<file path="config.mk">
export PLATFORM = sky130hd
export DESIGN_NAME = bcd_counter_n
export DESIGN_NICKNAME = d
export VERILOG_FILES = /design/src/rtl/bcd_counter_n.sv
export SDC_FILE = /design/constraint.sdc
export NUM_CORES = 1
export LEC_CHECK = 0
export CAP_MARGIN = 20
export CORE_MARGIN = 1.5
export CORE_UTILIZATION = 51
export CTS_BUF_LIST = sky130_fd_sc_hd__clkbuf_4
export DETAILED_ROUTE_END_ITERATION = 8
export PLACE_DENSITY = 0.79
export SLEW_MARGIN = 15
export SYNTH_ARGS = -nofsm -noshare
export SYNTH_HDL_FRONTEND = slang
export SYNTH_SLANG_ARGS = --single-unit
</file>
<file path="constraint.sdc">
create_clock -name clk -period 3 [get_ports clk]
set_input_delay 0.9 -clock clk [delete_from_list [all_inputs] [get_ports clk]]
set_output_delay 0.9 -clock clk [all_outputs]
set_load 0.05 [all_outputs]
</file>
<file path="src/rtl/bcd_counter_n.sv">
// Multi-digit BCD up/down counter with cascade ci/tc, wrap/saturate mode and clamped loads.
// Optional match comparator enabled by defining BCD_COUNTER_MATCH_EN.
module bcd_counter_n #(
    parameter int unsigned DIGITS = 4,
    parameter bit          WRAP   = 1'b1
) (
    input  logic                  clk,
    input  logic                  clr,
    input  logic                  enable,
    input  logic                  load,
    input  logic                  up,
    input  logic                  ci,
    input  logic [4*DIGITS-1:0]   d,
`ifdef BCD_COUNTER_MATCH_EN
    input  logic [4*DIGITS-1:0]   match_val,
    output logic                  match,
`endif
    output logic [4*DIGITS-1:0]   q,
    output logic                  co,
    output logic                  tc,
    output logic                  load_err
);

    localparam int unsigned W = 4 * DIGITS;

    logic [W-1:0] q_r;
    logic [W-1:0] q_nxt;
    logic [W-1:0] q_step;
    logic [W-1:0] d_clamp;
    logic         any_bad;
    logic         all9;
    logic         all0;
    logic         term;
    logic         count_c;
    logic         load_c;
    logic         co_r;
    logic         load_err_r;

    // Clamp each loaded nibble to 9 and classify the current value.
    always_comb begin
        d_clamp = '0;
        any_bad = 1'b0;
        all9    = 1'b1;
        all0    = 1'b1;
        for (int i = 0; i < DIGITS; i++) begin
            if (d[4*i +: 4] > 4'd9) begin
                d_clamp[4*i +: 4] = 4'd9;
                any_bad           = 1'b1;
            end else begin
                d_clamp[4*i +: 4] = d[4*i +: 4];
            end
            if (q_r[4*i +: 4] != 4'd9) all9 = 1'b0;
            if (q_r[4*i +: 4] != 4'd0) all0 = 1'b0;
        end
    end

    // Ripple one step through the digits; a digit moves only while all lower digits rolled over.
    always_comb begin
        logic carry;
        q_step = q_r;
        carry  = 1'b1;
        for (int i = 0; i < DIGITS; i++) begin
            if (carry) begin
                if (up) begin
                    carry             = (q_r[4*i +: 4] == 4'd9);
                    q_step[4*i +: 4]  = carry ? 4'd0 : q_r[4*i +: 4] + 4'd1;
                end else begin
                    carry             = (q_r[4*i +: 4] == 4'd0);
                    q_step[4*i +: 4]  = carry ? 4'd9 : q_r[4*i +: 4] - 4'd1;
                end
            end
        end
    end

    always_comb begin
        term    = up ? all9 : all0;
        load_c  = enable & load;
        count_c = enable & ci & ~load;
        q_nxt   = q_r;
        if (load_c) begin
            q_nxt = d_clamp;
        end else if (count_c && !(term && !WRAP)) begin
            q_nxt = q_step;
        end
    end

    always_ff @(posedge clk or negedge clr) begin
        if (!clr) begin
            q_r        <= '0;
            co_r       <= 1'b0;
            load_err_r <= 1'b0;
        end else begin
            q_r        <= q_nxt;
            co_r       <= count_c & term;
            load_err_r <= load_c ? any_bad : load_err_r;
        end
    end

`ifdef BCD_COUNTER_MATCH_EN
    // Compare against the value q takes at this edge so match lines up with q.
    always_ff @(posedge clk or negedge clr) begin
        if (!clr) begin
            match <= 1'b0;
        end else begin
            match <= (q_nxt == match_val);
        end
    end
`endif

    assign q        = q_r;
    assign co       = co_r;
    assign load_err = load_err_r;
    assign tc       = count_c & term;

endmodule

</file>
[Word level (Yosys, flattened, before mapping)]
Cells that the tools add are included.
Word-level totals
  register bits: 18
  input bits: 22
  output and inout bits: 19
  logic and storage cells: 85
Operators by class
  eq/ne operators: 8
  multiplexer cells: 39
  magnitude comparators: 4
  add/subtract/negate cells: 8
  bitwise operators: 5
  reduce and logical (&&, ||, !) cells: 15
Operator list (number)
  two-way mux 4 bit: 19
  two-way mux 16 bit: 2
  two-way mux 1 bit: 18
  adder 4 x 1 -> 4 bit, second input constant: 4
  equality test 4 bit, second input constant: 4
  greater-than comparator 4 bit, second input constant: 4
  zero test 4 bit: 4
  inequality test 4 bit, second input constant: 4
  nonzero test 4 bit: 4
  subtractor 4 x 1 -> 4 bit, second input constant: 4
  nonzero test 2 bit: 4
  AND reduction 2 bit: 3
  bitwise AND 1 bit: 4
  inverter 1 bit: 1

[Logic depth before layout (Yosys ltp)]
  depth after elaboration: 7
  depth in mapped cells: 6
  gate-level depth less buffers: 4

[Least setup slack after synthesis]
Ideal clock, no wire load.
  path type: reg2out
  from: register q_r[6], in the netlist q[6]
  to: output tc
  slack: -1.969 ns
  arrival time: 4.069 ns
  required time: 2.100 ns
  cell stages (with the launch flop): 6
  cell sequence: dfrtp_1 clkbuf_1 or4_1 nor2_1 nand4_1 a2111oi_0
Between the ends
  longest elaborated chain between the ends: 6
Ends and longest elaborated chain
  from (decl): line 26  | logic [W-1:0] q_r;
  from (signal assigned): line 93  | q_r <= q_nxt;
  inequality test 4 bit or nonzero test 4 bit (tied branches): line 52, 53
  two-way mux 1 bit, on equally long branches (3 in a row): line 52, 53
  two-way mux 1 bit *: line 76  | term = up ? all9 : all0;
  bitwise AND 1 bit *: line 113  | assign tc = count_c & term;
  to (decl): line 20  | output logic tc,
Every way passes the cells marked *; elsewhere a longest branch is shown, timed or not.

[Final worst setup path]
  from: register q_r[4], in the netlist q[4]
  to: output tc
Same word-level chain as after synthesis.

==> flow_metrics.py <==
metrics = {
    "outcome": {
        "run_status": "finished, violations left",
        "violated_checks": "setup timing",
    },
    "cells_and_area": {
        "instances_no_fill": 298,
        "area_delta_synth_final_pct": 38.7,
        "highest_count_cells_in_the_layout_ignoring_fill_and_taps": "36 x clkdlybuf4s50_1, 22 x buf_4, 17 x o21ai_0",
        "final_layout_size_suffix_gt1_share_pct": 19.3,
        "area_occupied_by_multi_input_gates_um2": 1110,
        "finalInstanceArea_um2": 2270,
        "fin_nets": 277,
        "layout.cells.most_common": "clkdlybuf4s50_1",
        "register_area_um2": 454,
        "final.fill_count": 249,
        "n_antenna_cell": 0,
    },
    "setup_path": {
        "slowest_stage": "or4_4",
        "cp_max_fo": 2,
        "cp_num_buf_inv": 1,
        "critical_path.top_delay_family": "simple AND/OR/NAND/NOR gates",
        "worst_path_largest_cell_delay_ns": 0.55,
        "ff_to_ff_start": "q[2]",
        "path_cells": "or4_4 > nor2_2 > nand4_1 > a2111oi_4 > clkbuf_16",
        "worst_ep_arrival_time_ns": 2.16,
        "setup.worst_path.start_class": "flop",
        "worst-endpoint-required_ns": 2.10,
        "r2r-end": "q[14]",
        "crit_type": "reg -> out",
        "regToRegSetupSlack_ns": 0.74,
        "path_depth": 5,
        "endpoint_kind": "output port",
        "reg2reg_depth": 6,
    },
    "place": {
        "pre_cts_slack_ns": -0.408,
        "place.gp.congestion": 0.850,
        "placed_cells": 293,
        "buffer_ports.inserted": 40,
        "hpwl_um": 3450,
        "placed_cell_area_um2": 2210,
    },
    "sta": {
        "postLayoutSetupSlackWorst_ns": -0.0648,
        "layout_worst_path_cycle_share_pct": 102,
        "fmax_mhz": 326,
        "final_hold_viol_count": 0,
        "timing_worst_slew_pin_value_ns": 0.623,
        "final_period_minus_worst_setup_slack_ns": 3.06,
        "fin_max_slew_vios": 0,
        "final_layout_setup_total_negative_slack_ns": -0.0648,
        "slew_limit_headroom_pct": 58.4,
        "rsz0062_at_grt": "yes",
        "skew_ns": 0.0131,
        "final-setup-viol-count": 1,
    },
    "clocking": {
        "cts_buffers": 3,
        "clock_sinks": 18,
        "clock_latency_ns": 0.31,
        "cts_hold_buf": 0,
        "tritoncts": "built",
        "clockRootBuffer": "clkbuf_4",
        "cts_max_path_bufs": 2,
        "cts.reportedPaths.clkPinSlew_ns": 0.12,
        "htree_num_levels": 1,
    },
    "logic_synthesis": {
        "syn_warnings": 0,
        "top_ff_cell_synth": "dfrtp_1",
        "synth.lib_cells_used.distinct": 58,
        "netlist_area_um2": 1630,
        "synth_seq_cells": 18,
        "synth_edf_count": 0,
        "synthCells": 207,
        "seq_area_frac_synth_pct": 27.6,
        "syn_nets": 229,
        "async_reset_ff_share_pct": 100,
        "synth_area_per_cell_um2": 7.89,
    },
    "pwr": {
        "seq_power_share_pct": 31.1,
        "static-leakage-power_nw": 0.903,
        "power_frac_comb_pct": 57.8,
        "power.switching_mw": 0.642,
        "internal_power_mw": 0.669,
        "power.switching_fraction_pct": 49.0,
        "maximum_resistive_drop_on_vdd_v": 0.000409,
        "p_per_area_nw_per_um2": 578,
        "power.clock.fraction_pct": 11.2,
    },
    "route": {
        "antenna_left": 0,
        "drtIter0Drc": 134,
        "detailroute.via_count": 1789,
        "detail_route.wirelength_um": 4700,
        "drc": 0,
        "detail_route.wl_per_cell_um": 15.8,
        "route.detailed.vias_per_inst": 6.00,
        "detail_route.first_pass.iterations": 4,
    },
    "die": {
        "die_h_um": 59.6,
        "initial_utilization_pct": 53.5,
        "core_region_area_um2": 3050,
        "design.portCount": 41,
        "row_count": 20,
        "design.die.area_um2": 3550,
        "floorplan.die.width_um": 59.6,
    },
    "global_route": {
        "wire_length_of_the_first_global_routing_pass_um": 7590,
        "first_global_vias": 1579,
        "antenna_found_initial": 0,
        "grt_max_degree": 33,
        "grtUsageTotal_pct": 28.3,
        "grt.overflow.total": 0,
    },
    "worst_hold_path": {
        "hold_path.startpoint": "load_err",
        "worst_hold_path.num_cells": 1,
        "endpoint_of_the_worst_hold_path": "load_err",
        "min-delay-path-class": "reg -> reg",
    },
    "run": {
        "drv.max_cap_violation_count": 0,
    },
}
==> area by class of cell <==
cell class	count	share of cell area, %
Clock buffer	4	1.32
Inverter	9	1.49
Multi-Input combinational cell	160	49.0
Sequential cell	18	20.0
Tap cell	44	2.43
Timing Repair Buffer	63	25.8
==> cells by family after synthesis <==
logic type                Yosys count  share of synthesized area (%)
buffers and inverters              29                           7.12
xor gates and xnor gates            7                           3.75
muxes                               4                           2.68
DFF                                18                           27.6
and+or+nand+nor                    72                           25.7
AOI/OAI and AO/OA                  77                           33.2
==> per-layer routing <==
| metal | GRT usage [%] | wire [um] |
|---|---|---|
| met5 | 0 | 0 |
| met4 | 6.67 | 13 |
| met3 | 1.97 | 272 |
| met2 | 47.4 | 2260 |
| met1 | 39.7 | 2150 |
==> registers in the layout, indices dropped and copies added, names as in the netlist <==
| register | count |
|---|---|
| co | 1 |
| q | 16 |
| load_err | 1 |
==> power groups by stage <==
| stage | sequential, mW | clock [mW] | combinational, mW |
|---|---|---|---|
| floorplan | 0.533 | 0 | 0.371 |
| global placement | 0.398 | 0 | 0.727 |
| detailed placement | 0.404 | 0 | 0.744 |
| CTS | 0.401 | 0.147 | 0.752 |
| global route | 0.416 | 0.157 | 0.814 |
| finish | 0.407 | 0.146 | 0.757 |
==> cells in the mapped netlist (all sizes together), types with 3 or more instances <==
cell type / count / area (um^2)
xor2: 3 / 26.3
xnor2: 4 / 35.0
inv: 9 / 33.8
nor2: 14 / 52.6
nand3: 7 / 35.0
nor2b: 4 / 25.0
nand2: 10 / 37.5
nand2b: 3 / 18.8
o22ai: 3 / 18.8
and3: 4 / 25.0
clkbuf: 17 / 63.8
o21bai: 3 / 22.5
a21oi: 15 / 78.8
or2: 3 / 18.8
o21ai: 18 / 90.1
and4b: 3 / 30.0
buf: 3 / 18.8
dfrtp: 18 / 450
a31oi: 7 / 43.8
mux2: 3 / 33.8
a21o: 3 / 30.0
nor3: 5 / 25.0
a21boi: 4 / 30.0
==> worst max path at each step <==
stage / from / endpoint / slack [ns]
2_1_floorplan: q[7] / tc / -0.06
3_3_place_gp: up / tc / -0.39
3_5_place_dp: up / tc / -0.41
4_1_cts: q[7] / tc / -0.1
5_1_grt: q[4] / tc / -0.15
6_report: q[4] / tc / -0.06
==> per-stage QoR <==
stage          util, %  total power, mW  hold slack [ns]
2_1_floorplan        -            0.904            0.604
3_3_place_gp      72.4             1.12            0.502
3_5_place_dp      72.4             1.15            0.502
4_1_cts           74.2             1.30            0.531
5_1_grt           74.3             1.39            0.551
6_report          74.3             1.31            0.539
==> timing repair <==
action	CTS	global route
buffers inserted	1	0
endpoints found under the setup margin	1	1
pin swaps	6	2
endpoints found under the hold margin	0	0
resized for setup	9	3
No activity file was read; power rests on OpenSTA's default activity.
